`src/rtl/uart_rx_oversample.sv`:
```
// uart_rx_oversample: oversampling UART receiver (start, DATA_BITS data LSB-first,
// optional parity, one stop bit) with a valid/ack hold register for the host.
// Optional parity checking is compiled in with `define UART_RX_PARITY_EN, which
// also adds parameter PARITY_ODD (0 = even, 1 = odd).
module uart_rx_oversample #(
  parameter int OVERSAMPLE = 16,
  parameter int DATA_BITS  = 8
`ifdef UART_RX_PARITY_EN
  ,
  parameter int PARITY_ODD = 0
`endif
) (
  input  logic                 clk,
  input  logic                 rstN,
  input  logic                 s_tick,
  input  logic                 rx_in,
  input  logic                 rx_ack,
  output logic [DATA_BITS-1:0] rx_data,
  output logic                 rx_valid,
  output logic                 busy,
  output logic                 done,
  output logic                 frame_err,
  output logic                 overrun_err,
  output logic                 parity_err
);

  localparam int SW = $clog2(OVERSAMPLE);
  localparam int NW = $clog2(DATA_BITS);

  localparam logic [SW-1:0] S_MID  = SW'(OVERSAMPLE / 2 - 1);
  localparam logic [SW-1:0] S_END  = SW'(OVERSAMPLE - 1);
  localparam logic [SW-1:0] S_ONE  = SW'(1);
  localparam logic [NW-1:0] N_LAST = NW'(DATA_BITS - 1);
  localparam logic [NW-1:0] N_ONE  = NW'(1);

`ifdef UART_RX_PARITY_EN
  typedef enum logic [2:0] {ST_IDLE, ST_START, ST_DATA, ST_PARITY, ST_STOP} state_t;
`else
  typedef enum logic [2:0] {ST_IDLE, ST_START, ST_DATA, ST_STOP} state_t;
`endif

  state_t                 r_state;
  state_t                 w_state_nxt;
  logic                   r_sync1;
  logic                   r_sync2;
  logic                   w_rx_s;
  logic [SW-1:0]          r_s;
  logic [NW-1:0]          r_n;
  logic [DATA_BITS-1:0]   r_shift;
  logic [DATA_BITS-1:0]   r_data;
  logic                   r_valid;
  logic                   r_done;
  logic                   r_frame_err;
  logic                   r_overrun_err;
  logic                   w_busy;
  logic                   w_tick_mid;
  logic                   w_tick_end;
  logic                   w_frame_end;
  logic                   w_good;
  logic                   w_load;

  assign w_rx_s      = r_sync2;
  assign w_tick_mid  = s_tick && (r_s == S_MID);
  assign w_tick_end  = s_tick && (r_s == S_END);
  assign w_frame_end = (r_state == ST_STOP) && w_tick_end;
  assign w_good      = w_frame_end && w_rx_s;
  // A pending ack in the load cycle frees the register, so the new word wins.
  assign w_load      = w_good && (!r_valid || rx_ack);

  // Two-flop synchronizer; idles high so reset never looks like a start bit
  always_ff @(posedge clk or negedge rstN) begin
    if (!rstN) begin
      r_sync1 <= 1'b1;
      r_sync2 <= 1'b1;
    end else begin
      r_sync1 <= rx_in;
      r_sync2 <= r_sync1;
    end
  end

  // FSM state register
  always_ff @(posedge clk or negedge rstN) begin
    if (!rstN) r_state <= ST_IDLE;
    else       r_state <= w_state_nxt;
  end

  // FSM next-state: start detect, mid-bit sampling points, re-arm at mid stop
  always_comb begin
    w_state_nxt = r_state;
    case (r_state)
      ST_IDLE:   if (!w_rx_s) w_state_nxt = ST_START;
      ST_START:  if (w_tick_mid) w_state_nxt = w_rx_s ? ST_IDLE : ST_DATA;
`ifdef UART_RX_PARITY_EN
      ST_DATA:   if (w_tick_end && (r_n == N_LAST)) w_state_nxt = ST_PARITY;
      ST_PARITY: if (w_tick_end) w_state_nxt = ST_STOP;
`else
      ST_DATA:   if (w_tick_end && (r_n == N_LAST)) w_state_nxt = ST_STOP;
`endif
      ST_STOP:   if (w_tick_end) w_state_nxt = ST_IDLE;
      default:   w_state_nxt = ST_IDLE;
    endcase
  end

  // FSM outputs
  always_comb begin
    w_busy = 1'b0;
    if (r_state != ST_IDLE) w_busy = 1'b1;
  end

  // Tick and bit counters; both hold on cycles without s_tick
  always_ff @(posedge clk or negedge rstN) begin
    if (!rstN) begin
      r_s <= '0;
      r_n <= '0;
    end else begin
      case (r_state)
        ST_IDLE: begin
          r_s <= '0;
          r_n <= '0;
        end
        ST_START: begin
          if (s_tick) r_s <= (r_s == S_MID) ? '0 : r_s + S_ONE;
        end
        ST_DATA: begin
          if (s_tick) begin
            if (r_s == S_END) begin
              r_s <= '0;
              r_n <= (r_n == N_LAST) ? '0 : r_n + N_ONE;
            end else begin
              r_s <= r_s + S_ONE;
            end
          end
        end
        default: begin
          if (s_tick) r_s <= (r_s == S_END) ? '0 : r_s + S_ONE;
        end
      endcase
    end
  end

  // Data bits arrive LSB-first, so each sample enters at the MSB and moves down
  always_ff @(posedge clk) begin
    if ((r_state == ST_DATA) && w_tick_end)
      r_shift <= {w_rx_s, r_shift[DATA_BITS-1:1]};
  end

  // End-of-frame pulses and the host-side hold register
  always_ff @(posedge clk or negedge rstN) begin
    if (!rstN) begin
      r_data        <= '0;
      r_valid       <= 1'b0;
      r_done        <= 1'b0;
      r_frame_err   <= 1'b0;
      r_overrun_err <= 1'b0;
    end else begin
      r_done        <= w_frame_end;
      r_frame_err   <= w_frame_end && !w_rx_s;
      r_overrun_err <= w_good && r_valid && !rx_ack;
      if (w_load) begin
        r_data  <= r_shift;
        r_valid <= 1'b1;
      end else if (rx_ack) begin
        r_valid <= 1'b0;
      end
    end
  end

`ifdef UART_RX_PARITY_EN
  logic r_par_bad;
  logic r_parity_err;

  function automatic logic parity_mismatch(input logic [DATA_BITS-1:0] d, input logic p);
    return p ^ (^d) ^ (PARITY_ODD != 0);
  endfunction

  // Latch the parity verdict in PARITY; report it with the frame's done pulse
  always_ff @(posedge clk or negedge rstN) begin
    if (!rstN) begin
      r_par_bad    <= 1'b0;
      r_parity_err <= 1'b0;
    end else begin
      if ((r_state == ST_PARITY) && w_tick_end)
        r_par_bad <= parity_mismatch(r_shift, w_rx_s);
      r_parity_err <= w_frame_end && r_par_bad;
    end
  end

  assign parity_err = r_parity_err;
`else
  assign parity_err = 1'b0;
`endif

  assign rx_data     = r_data;
  assign rx_valid    = r_valid;
  assign busy        = w_busy;
  assign done        = r_done;
  assign frame_err   = r_frame_err;
  assign overrun_err = r_overrun_err;

endmodule

```
`config.mk`:
```
export PLATFORM = sky130hd
export DESIGN_NAME = uart_rx_oversample
export DESIGN_NICKNAME = d
export VERILOG_FILES = /design/src/rtl/uart_rx_oversample.sv
export SDC_FILE = /design/constraint.sdc
export NUM_CORES = 1
export LEC_CHECK = 0
export BUFFER_PORTS_ARGS = -buffer_cell sky130_fd_sc_hd__buf_2
export CORE_ASPECT_RATIO = 1.4
export CORE_UTILIZATION = 35
export CTS_BUF_LIST = sky130_fd_sc_hd__clkbuf_4 sky130_fd_sc_hd__clkbuf_8
export CTS_CLUSTER_DIAMETER = 40
export DETAILED_ROUTE_END_ITERATION = 8
export PLACE_DENSITY_LB_ADDON = 0.05
export SLEW_MARGIN = 20
export SYNTH_ARGS = -nofsm -noshare
export SYNTH_HDL_FRONTEND = slang
export SYNTH_SLANG_ARGS = --single-unit
```
`constraint.sdc`:
```
create_clock -name clk -period 2.3 [get_ports clk]
set_clock_uncertainty 0.15 [all_clocks]
set_input_delay 0.23 -clock clk [delete_from_list [all_inputs] [get_ports clk]]
set_output_delay 0.23 -clock clk [all_outputs]
set_load 0.005 [all_outputs]
```
Yosys cells after proc, flatten, opt, wreduce, memory -nomap -nowiden

Cells that the tools add are included.

Flip-flop bits (word level): 32
Input bits: 5
Word-level logic and storage cells: 66

$add $sub $neg: 2
Equal/unequal tests: 13
Mux-type cells: 18
Reductions and logical operators: 22

Operators with widths:

| cell                | count |
|---|---|
| $mux 3              | 7 |
| $mux 4              | 4 |
| $ne 2x2->1 const B  | 7 |
| $pmux 3 s4          | 1 |
| $logic_and 1x1->1   | 10 |
| $pmux 4 s2          | 1 |
| $eq 3x2->1 const B  | 2 |
| $pmux 3 s2          | 1 |
| $reduce_bool 2->1   | 3 |
| $add 4x1->4 const B | 1 |
| $eq 4x3->1 const B  | 1 |
| $eq 4x4->1 const B  | 1 |
| $reduce_and 4->1    | 1 |
| $add 3x1->3 const B | 1 |
| $eq 3x1->1 const B  | 1 |
| $eq 3x3->1 const B  | 1 |
| $logic_not 1->1     | 3 |
| $logic_not 3->1     | 1 |
| $mux 1              | 3 |
| $reduce_and 3->1    | 1 |
| $reduce_bool 3->1   | 1 |
| $mux 2              | 1 |
| $reduce_and 2->1    | 1 |
| $logic_or 1x1->1    | 1 |

Longest topological paths before layout

Gate-level depths: netlist of run 1.

Depth after elaboration: 6
Depth in mapped cells: 4
Gate-level depth less buffers: 4

Least setup slack after synthesis of run 1

No wires, ideal clock.

Kind: register to register
Start point: register r_s[0]
End point: register r_shift[0], enable pin
Library setup time: 0.383 ns
Data arrival time: 1.392 ns
Data required time: 1.767 ns
Path slack: 0.375 ns
Cell stages (with the launch flop): 4
Path buffers: 0
Clock period less this slack: 1.925 ns
Cell sequence: dfrtp_1 -> ha_1 -> nand4_4 -> nor3_1

Longest elaborated chain between the ends: 3

RTL lines:

| what                   | line | source |
|---|---|---|
| start, declared        | 47   | `logic [SW-1:0] r_s;` |
| start signal, assigned | 122  | `if (s_tick) r_s <= (r_s == S_MID) ? '0 : r_s + S_ONE;` |
| start signal, assigned | 130  | `r_s <= r_s + S_ONE;` |
| start signal, assigned | 135  | `if (s_tick) r_s <= (r_s == S_END) ? '0 : r_s + S_ONE;` |
| $eq 4x4->1             | 64   | `assign w_tick_end = s_tick && (r_s == S_END);` |
| $logic_and 1x1->1      | 64   |  |
| $logic_and 1x1->1      | 143  | `if ((r_state == ST_DATA) && w_tick_end)` |
| end signal, assigned   | 144  | `r_shift <= {w_rx_s, r_shift[DATA_BITS-1:1]};` |
| end, declared          | 49   | `logic [DATA_BITS-1:0] r_shift;` |

Every way passes these cells.
A chain may end at the register's enable or synchronous reset.

Worst setup path after layout of run 1

Start point: register r_s[0]
End point: register r_data[0], in the netlist rx_data[0]

Longest elaborated chain between the ends: 5

RTL lines:

| what                 | line | source |
|---|---|---|
| $eq 4x4->1           | 64   |  |
| $logic_and 1x1->1    | 64   |  |
| $logic_and 1x1->1    | 65   | `assign w_frame_end = (r_state == ST_STOP) && w_tick_end;` |
| $logic_and 1x1->1    | 66   | `assign w_good = w_frame_end && w_rx_s;` |
| $logic_and 1x1->1    | 68   | `assign w_load = w_good && (!r_valid \|\| rx_ack);` |
| end signal, assigned | 160  | `r_data <= r_shift;` |
| end, declared        | 50   | `logic [DATA_BITS-1:0] r_data;` |

Every way passes these cells.

==> run_results.csv, run 1 <==
group,metric,value,unit
outcome,status,"finished clean",
power_and_ir_drop,combPwrFrac,0.267,
critical_path,cpPeakStageDelay,0.46,ns
floorplanning,die_w,53.7,um
routing,first_iter_violations,5,
critical_path,regToRegEndpoint,"rx_data[0]",
clock_tree,clock_latency,0.28,ns
critical_path,critPathArrivalTime,1.96,ns
place,place.gp.congestion,0.703,
routing,routed_wl,2.35,mm
layout,diodes,0,
logic_synthesis,netlist_top_cells_area,"dfrtp_1, edfxtp_1, mux2_2, dfstp_2, ha_1",
power_and_ir_drop,clkPwrFrac,0.269,
power_and_ir_drop,switchingPower,0.525,mW
routing,post-route-drc-count,0,
logic_synthesis,yosysUniqueCellTypes,36,
layout,drive_gt1_frac,0.366,
timing,hold_viol,0,
routing,wire_per_inst,14.4,um
timing,final.min_clock_period,1.95,ns
critical_path,reg2reg_from,"r_s[0]",
logic_synthesis,yosys_register_bits,31,
critical_path,worstPathRequired,2.31,ns
place,portBuffers,17,
global_route,grt_pass1_wl,3.89,mm
global_route,overflow,0,
critical_path,start_kind,"flop",
logic_synthesis,synth-seq-area-share,0.625,
clock_tree,holdBufCountCts,2,
floorplanning,fp-row-count,25,
floorplanning,die_area,3990,um2
logic_synthesis,synthCells,98,
layout,multi_input_area,457,um2
clock_tree,htree_levels,2,
timing,max_freq,513,MHz
logic_synthesis,synth_flop_cell,"dfrtp_1",
run,drv_cap,0,
logic_synthesis,syn_avg_cell_area,13.4,um2
logic_synthesis,netlist_area,1310,um2
critical_path,startpoint,"r_s[0]",
logic_synthesis,synth.top_cell.area_share,0.401,
routing,vias,822,
critical_path,critPathSlowestCell,"nor3b_4",
clock_tree,cts_resized,0,
critical_path,cp-endpoint,"rx_data[0]",
routing,dr.pass1.iters,3,
power_and_ir_drop,power_density,1070,nW/um2
power_and_ir_drop,swShare,0.315,
power_and_ir_drop,pwr-share-seq,0.463,
place,dp_hpwl,1.65,mm
clock_tree,clk_pin_slew,0.06,ns
floorplanning,die_y,74.4,um
floorplanning,io_pins,19,
logic_synthesis,synthesis.nets,106,
logic_synthesis,synth_top_area_cell,"dfrtp_1",
critical_path,regToRegSetupSlack,0.35,ns
critical_path,end_kind,"flop",
place,dp_cells,153,
clock_tree,cts_tree,"yes",
global_route,grt_pass1_vias,837,
routing,ant_nets,0,
timing,max_slew_margin,0.644,
place,place_ws,0.322,ns
global_route,gr-usage-all-layers,0.140,
logic_synthesis,async_flop_share,0.742,
logic_synthesis,synth_edf_count,8,
global_route,grt_max_degree,24,
critical_path,setup.worst_path.class,"reg -> reg",
power_and_ir_drop,internal_power,1.14,mW
clock_tree,cts_setup_buffers,0,
logic_synthesis,synth_common_cells,"dfrtp_1, edfxtp_1, mux2_2",
global_route,antenna_found_initial,0,
timing,tightest_slew,0.534,ns
layout,fin_cells,163,
floorplanning,start_util,0.377,
layout,seq_area,818,um2
floorplanning,core,3470,um2
critical_path,worstRegToRegCells,4,
layout,syn2layout_area_growth,18.7,%
critical_path,crit_chain,"ha_1 -> nand4_4 -> nor3b_4 -> mux2_2",
logic_synthesis,synth.most_common_cell,"dfrtp_1",
power_and_ir_drop,ir_worst_vdd,627,uV
timing,finalMaxSlewViolations,0,
timing,finalCritPeriodShare,0.847,
layout,nets,130,
clock_tree,cts_sinks,31,
logic_synthesis,ys_warn_count,0,
critical_path,path_max_fanout,8,
layout,fillers,319,
routing,avgViaCountPerCell,5.04,
power_and_ir_drop,leakage,0.714,nW
min_path,hp-class,"in -> reg",
clock_tree,numCtsBuffers,5,
timing,setup_tns,0,ns
timing,finalSetupViolCount,0,
clock_tree,clock_path_buffers,2,
clock_tree,cts_root_buffer,"clkbuf_8",
timing,fin_ws,0.352,ns
timing,rsz0062_at_grt,"no",
## power by group through the flow
stage | clock network (mW) | registers [mW] | logic (mW)
floorplan | 0 | 0.768 | 0.319
finish | 0.449 | 0.773 | 0.446
CTS | 0.465 | 0.775 | 0.459
detailed placement | 0 | 0.784 | 0.455
global placement | 0 | 0.783 | 0.442
global route | 0.493 | 0.795 | 0.509
## worst min-delay path by stage
stage                      start           to  slack, ns  depth (start not counted)
final                     rx_ack  overrun_err       0.09                          3
after global routing      rx_ack  overrun_err       0.12                          3
after global placement      rstN   rx_data[5]       0.09                          1
after floorplan             rstN         done      -0.22                          0
after detailed placement    rstN   rx_data[5]        0.1                          1
after CTS                 rx_ack  overrun_err       0.09                          3
## final cells by class
| type | count | area share |
|---|---|---|
| Timing Repair Buffer | 22 | 0.0821 |
| Sequential cell | 31 | 0.526 |
| Multi-Input combinational cell | 60 | 0.294 |
| Inverter | 2 | 0.00483 |
| Tap cell | 40 | 0.0322 |
| Clock inverter | 1 | 0.00322 |
| Clock buffer | 7 | 0.0579 |
## through the flow
stage	instance area [um2]	hold WS, ns	utilization	total power, mW
2_1_floorplan	1310	-0.216	-	1.09
3_3_place_gp	1440	0.0895	0.415	1.23
3_5_place_dp	1440	0.0962	0.415	1.24
4_1_cts	1560	0.0927	0.448	1.70
5_1_grt	1560	0.123	0.448	1.80
6_report	1560	0.0908	0.448	1.67
## critical path: cells and delay by family, from the launching register on
family                   cells  cell delay (ns)
adder cells (fa/ha/maj)      1             0.26
flip-flops                   1             0.38
multiplexers                 1             0.39
AND/OR/NAND/NOR              2             0.64
## sequential cells by signal, indices dropped and copies added, names as in the netlist
register and cells:
r_sync2 1, rx_data 8, frame_err 1, r_state 2, rx_valid 1, overrun_err 1, done 1, r_shift 8
r_s 4, r_sync1 1, r_n 3
## cell usage in the layout (no fill, tap or decap), drive strengths merged, types with 2 or more instances in the layout
cell         netlist  layout
dfrtp             21      21
buf                2      20
mux2               8       8
edfxtp             8       8
nand2              7       7
clkbuf             3       7
nor2               6       6
nand3              6       6
nand4              5       5
ha                 3       3
inv                2       2
nor2b              2       2
xor2               2       2
a21oi              2       2
dlygate4sd3        0       2
dfstp              2       2
or3                2       2
## kinds of logic after synthesis
family | count (synthesis) | synth area share
simple gates | 37 | 0.179
flops | 31 | 0.625
mux | 9 | 0.0764
compound gates | 7 | 0.0420
buf+inv | 7 | 0.0267
fa+ha+maj | 3 | 0.0287
xor+xnor | 3 | 0.0201
other cells | 1 | 0.00286
## layer usage
metal  part of all wire  up-vias  track usage
li1                   -      396            -
met1               0.40      406        0.145
met2               0.54       15        0.243
met3              0.039        5       0.0552
met4              0.022        0       0.0614
met5                  0        -            0
Power figures use the tool's default switching activity.
==> run 2: changes to the inputs <==
Clock period 2.3 ns to 1.6 ns, I/O delays scaled along.
==> run 2 against run 1 <==
Net effect:
- the flow now finishes with violations (negative setup slack)
- combinational power is 120% higher
- clock-buffer cell count is 1 lower
- critical endpoint is now rx_data[1]
- via count rose by 9.2%
- design area is 17% higher
- critical path depth unchanged
- first-iteration DRC count grew to 3.6 times the previous value
- sequential share of layout area shrank 7.7 points
- highest routed layer unchanged
- utilization rose by 7.7 points
- setup slack worse by 0.39 ns
- largest power group unchanged
- die area stayed put
==> run_results.csv, run 2 (synthesis results as in run 1) <==
group,metric,value,unit
place,place_area,1600,um2
run,drv_cap,0,
timing,finalMaxSlewViolations,0,
min_path,min-delay-start,"rx_ack",
timing,max_slew_margin,0.645,
routing,first_iter_violations,18,
timing,tightest_slew,0.533,ns
layout,drive_gt1_frac,0.489,
floorplanning,core,3470,um2
critical_path,worstPathRequired,1.62,ns
global_route,overflow,0,
routing,post-route-drc-count,0,
timing,fin_ws,-0.0367,ns
timing,hold_viol,0,
place,place.gp.congestion,0.751,
outcome,status,"finished, violations left",
routing,vias,898,
clock_tree,clock_path_buffers,2,
critical_path,reg2reg_from,"r_sync2",
clock_tree,cts_sinks,31,
layout,final_common_cell,"dfrtp_1",
timing,holdWs,0.00968,ns
power_and_ir_drop,ir_worst_vdd,997,uV
layout,nets,148,
clock_tree,numCtsBuffers,5,
min_path,hp-class,"in -> reg",
critical_path,critPathArrivalTime,1.65,ns
routing,dr.pass1.iters,4,
floorplanning,die_w,53.7,um
timing,finalSetupViolCount,9,
layout,diodes,0,
clock_tree,clock_latency,0.28,ns
place,portBuffers,17,
global_route,grt_pass1_wl,4.02,mm
timing,final.min_clock_period,1.64,ns
critical_path,setup.worst_path.class,"reg -> reg",
timing,finalCritPeriodShare,1.02,
floorplanning,io_pins,19,
place,dp_hpwl,1.72,mm
layout,stdcell_area,1820,um2
timing,rsz0062_at_grt,"yes",
critical_path,start_kind,"flop",
timing,max_freq,611,MHz
layout,syn2layout_area_growth,39.1,%
routing,routed_wl,2.49,mm
power_and_ir_drop,power_density,1580,nW/um2
floorplanning,fp-row-count,25,
global_route,grt_pass1_vias,912,
clock_tree,cts_tree,"yes",
routing,ant_nets,0,
floorplanning,die_y,74.4,um
routing,avgViaCountPerCell,4.96,
critical_path,path_max_fanout,8,
clock_tree,htree_levels,2,
layout,final_core_utilization,0.525,
critical_path,startpoint,"r_sync2",
place,place_ws,-0.119,ns
outcome,violations,"negative setup slack",
global_route,antenna_found_initial,0,
clock_tree,clk_pin_slew,0.06,ns
global_route,grt_max_degree,24,
floorplanning,start_util,0.377,
global_route,gr-usage-all-layers,0.145,
layout,final_cell_mix,"dfrtp_1, buf_2, buf_4",
routing,wire_per_inst,13.7,um
floorplanning,die_area,3990,um2
power_and_ir_drop,leakage,0.832,nW
critical_path,end_kind,"flop",
clock_tree,cts_root_buffer,"clkbuf_8",
[run 2: routing by layer]
metal	global-route usage	part of all wire	vias to the layer above
met5	0	0	-
met4	0.0702	0.014	0
met3	0.0552	0.041	5
met2	0.244	0.53	22
met1	0.156	0.42	439
li1	-	-	432
[run 2: worst max-delay path, stage by stage, from the launching register on]
cell,delay (ns)
dfstp_2,0.53
nand3_1,0.13
nor3b_4,0.25
buf_12,0.16
mux2_4,0.30
[run 2: power breakdown]
group	total [mW]	switching [mW]	leakage (nW)	internal, mW
clock	0.790	0.287	0.0612	0.503
sequential	1.09	0.117	0.356	0.975
combinational	0.988	0.440	0.414	0.549
total	2.87	0.844	0.832	2.03
[run 2: worst paths after layout]
check                                   end  slack, ns  cells past startpoint
max in group asynchronous           r_sync2       0.68                      2
min in group asynchronous        rx_data[5]       0.25                      2
worst max-delay path             rx_data[1]      -0.04                      4
worst min register to register      r_sync2       0.22                      0
worst min-delay path            overrun_err       0.01                      3
worst max register to register   rx_data[1]      -0.04                      4
[run 2: through the flow]
stage,setup TNS (ns),cells,power [mW]
after global placement,-1.02,168,1.97
after global routing,-1.37,181,3.08
after detailed placement,-1.25,168,1.99
after floorplan,-1.01,98,1.60
after CTS,-0.670,180,2.89
final,-0.295,181,2.87
[run 2: cell type report]
class / count / area (um2)
Sequential cell: 31 / 818
Fill cell: 295 / 1650
Clock inverter: 2 / 35.0
Tap cell: 40 / 50.0
Timing Repair Buffer: 40 / 295
Inverter: 2 / 7.51
Multi-Input combinational cell: 60 / 533
Clock buffer: 6 / 82.6
[run 2: timing repair]
action / CTS / global route
endpoints found under the hold margin: 22 / 0
gates resized for setup: 13 / 4
hold buffers: 2 / 0
setup buffers: 2 / 1
setup endpoints to repair: 19 / 22
pin swaps: 3 / 3
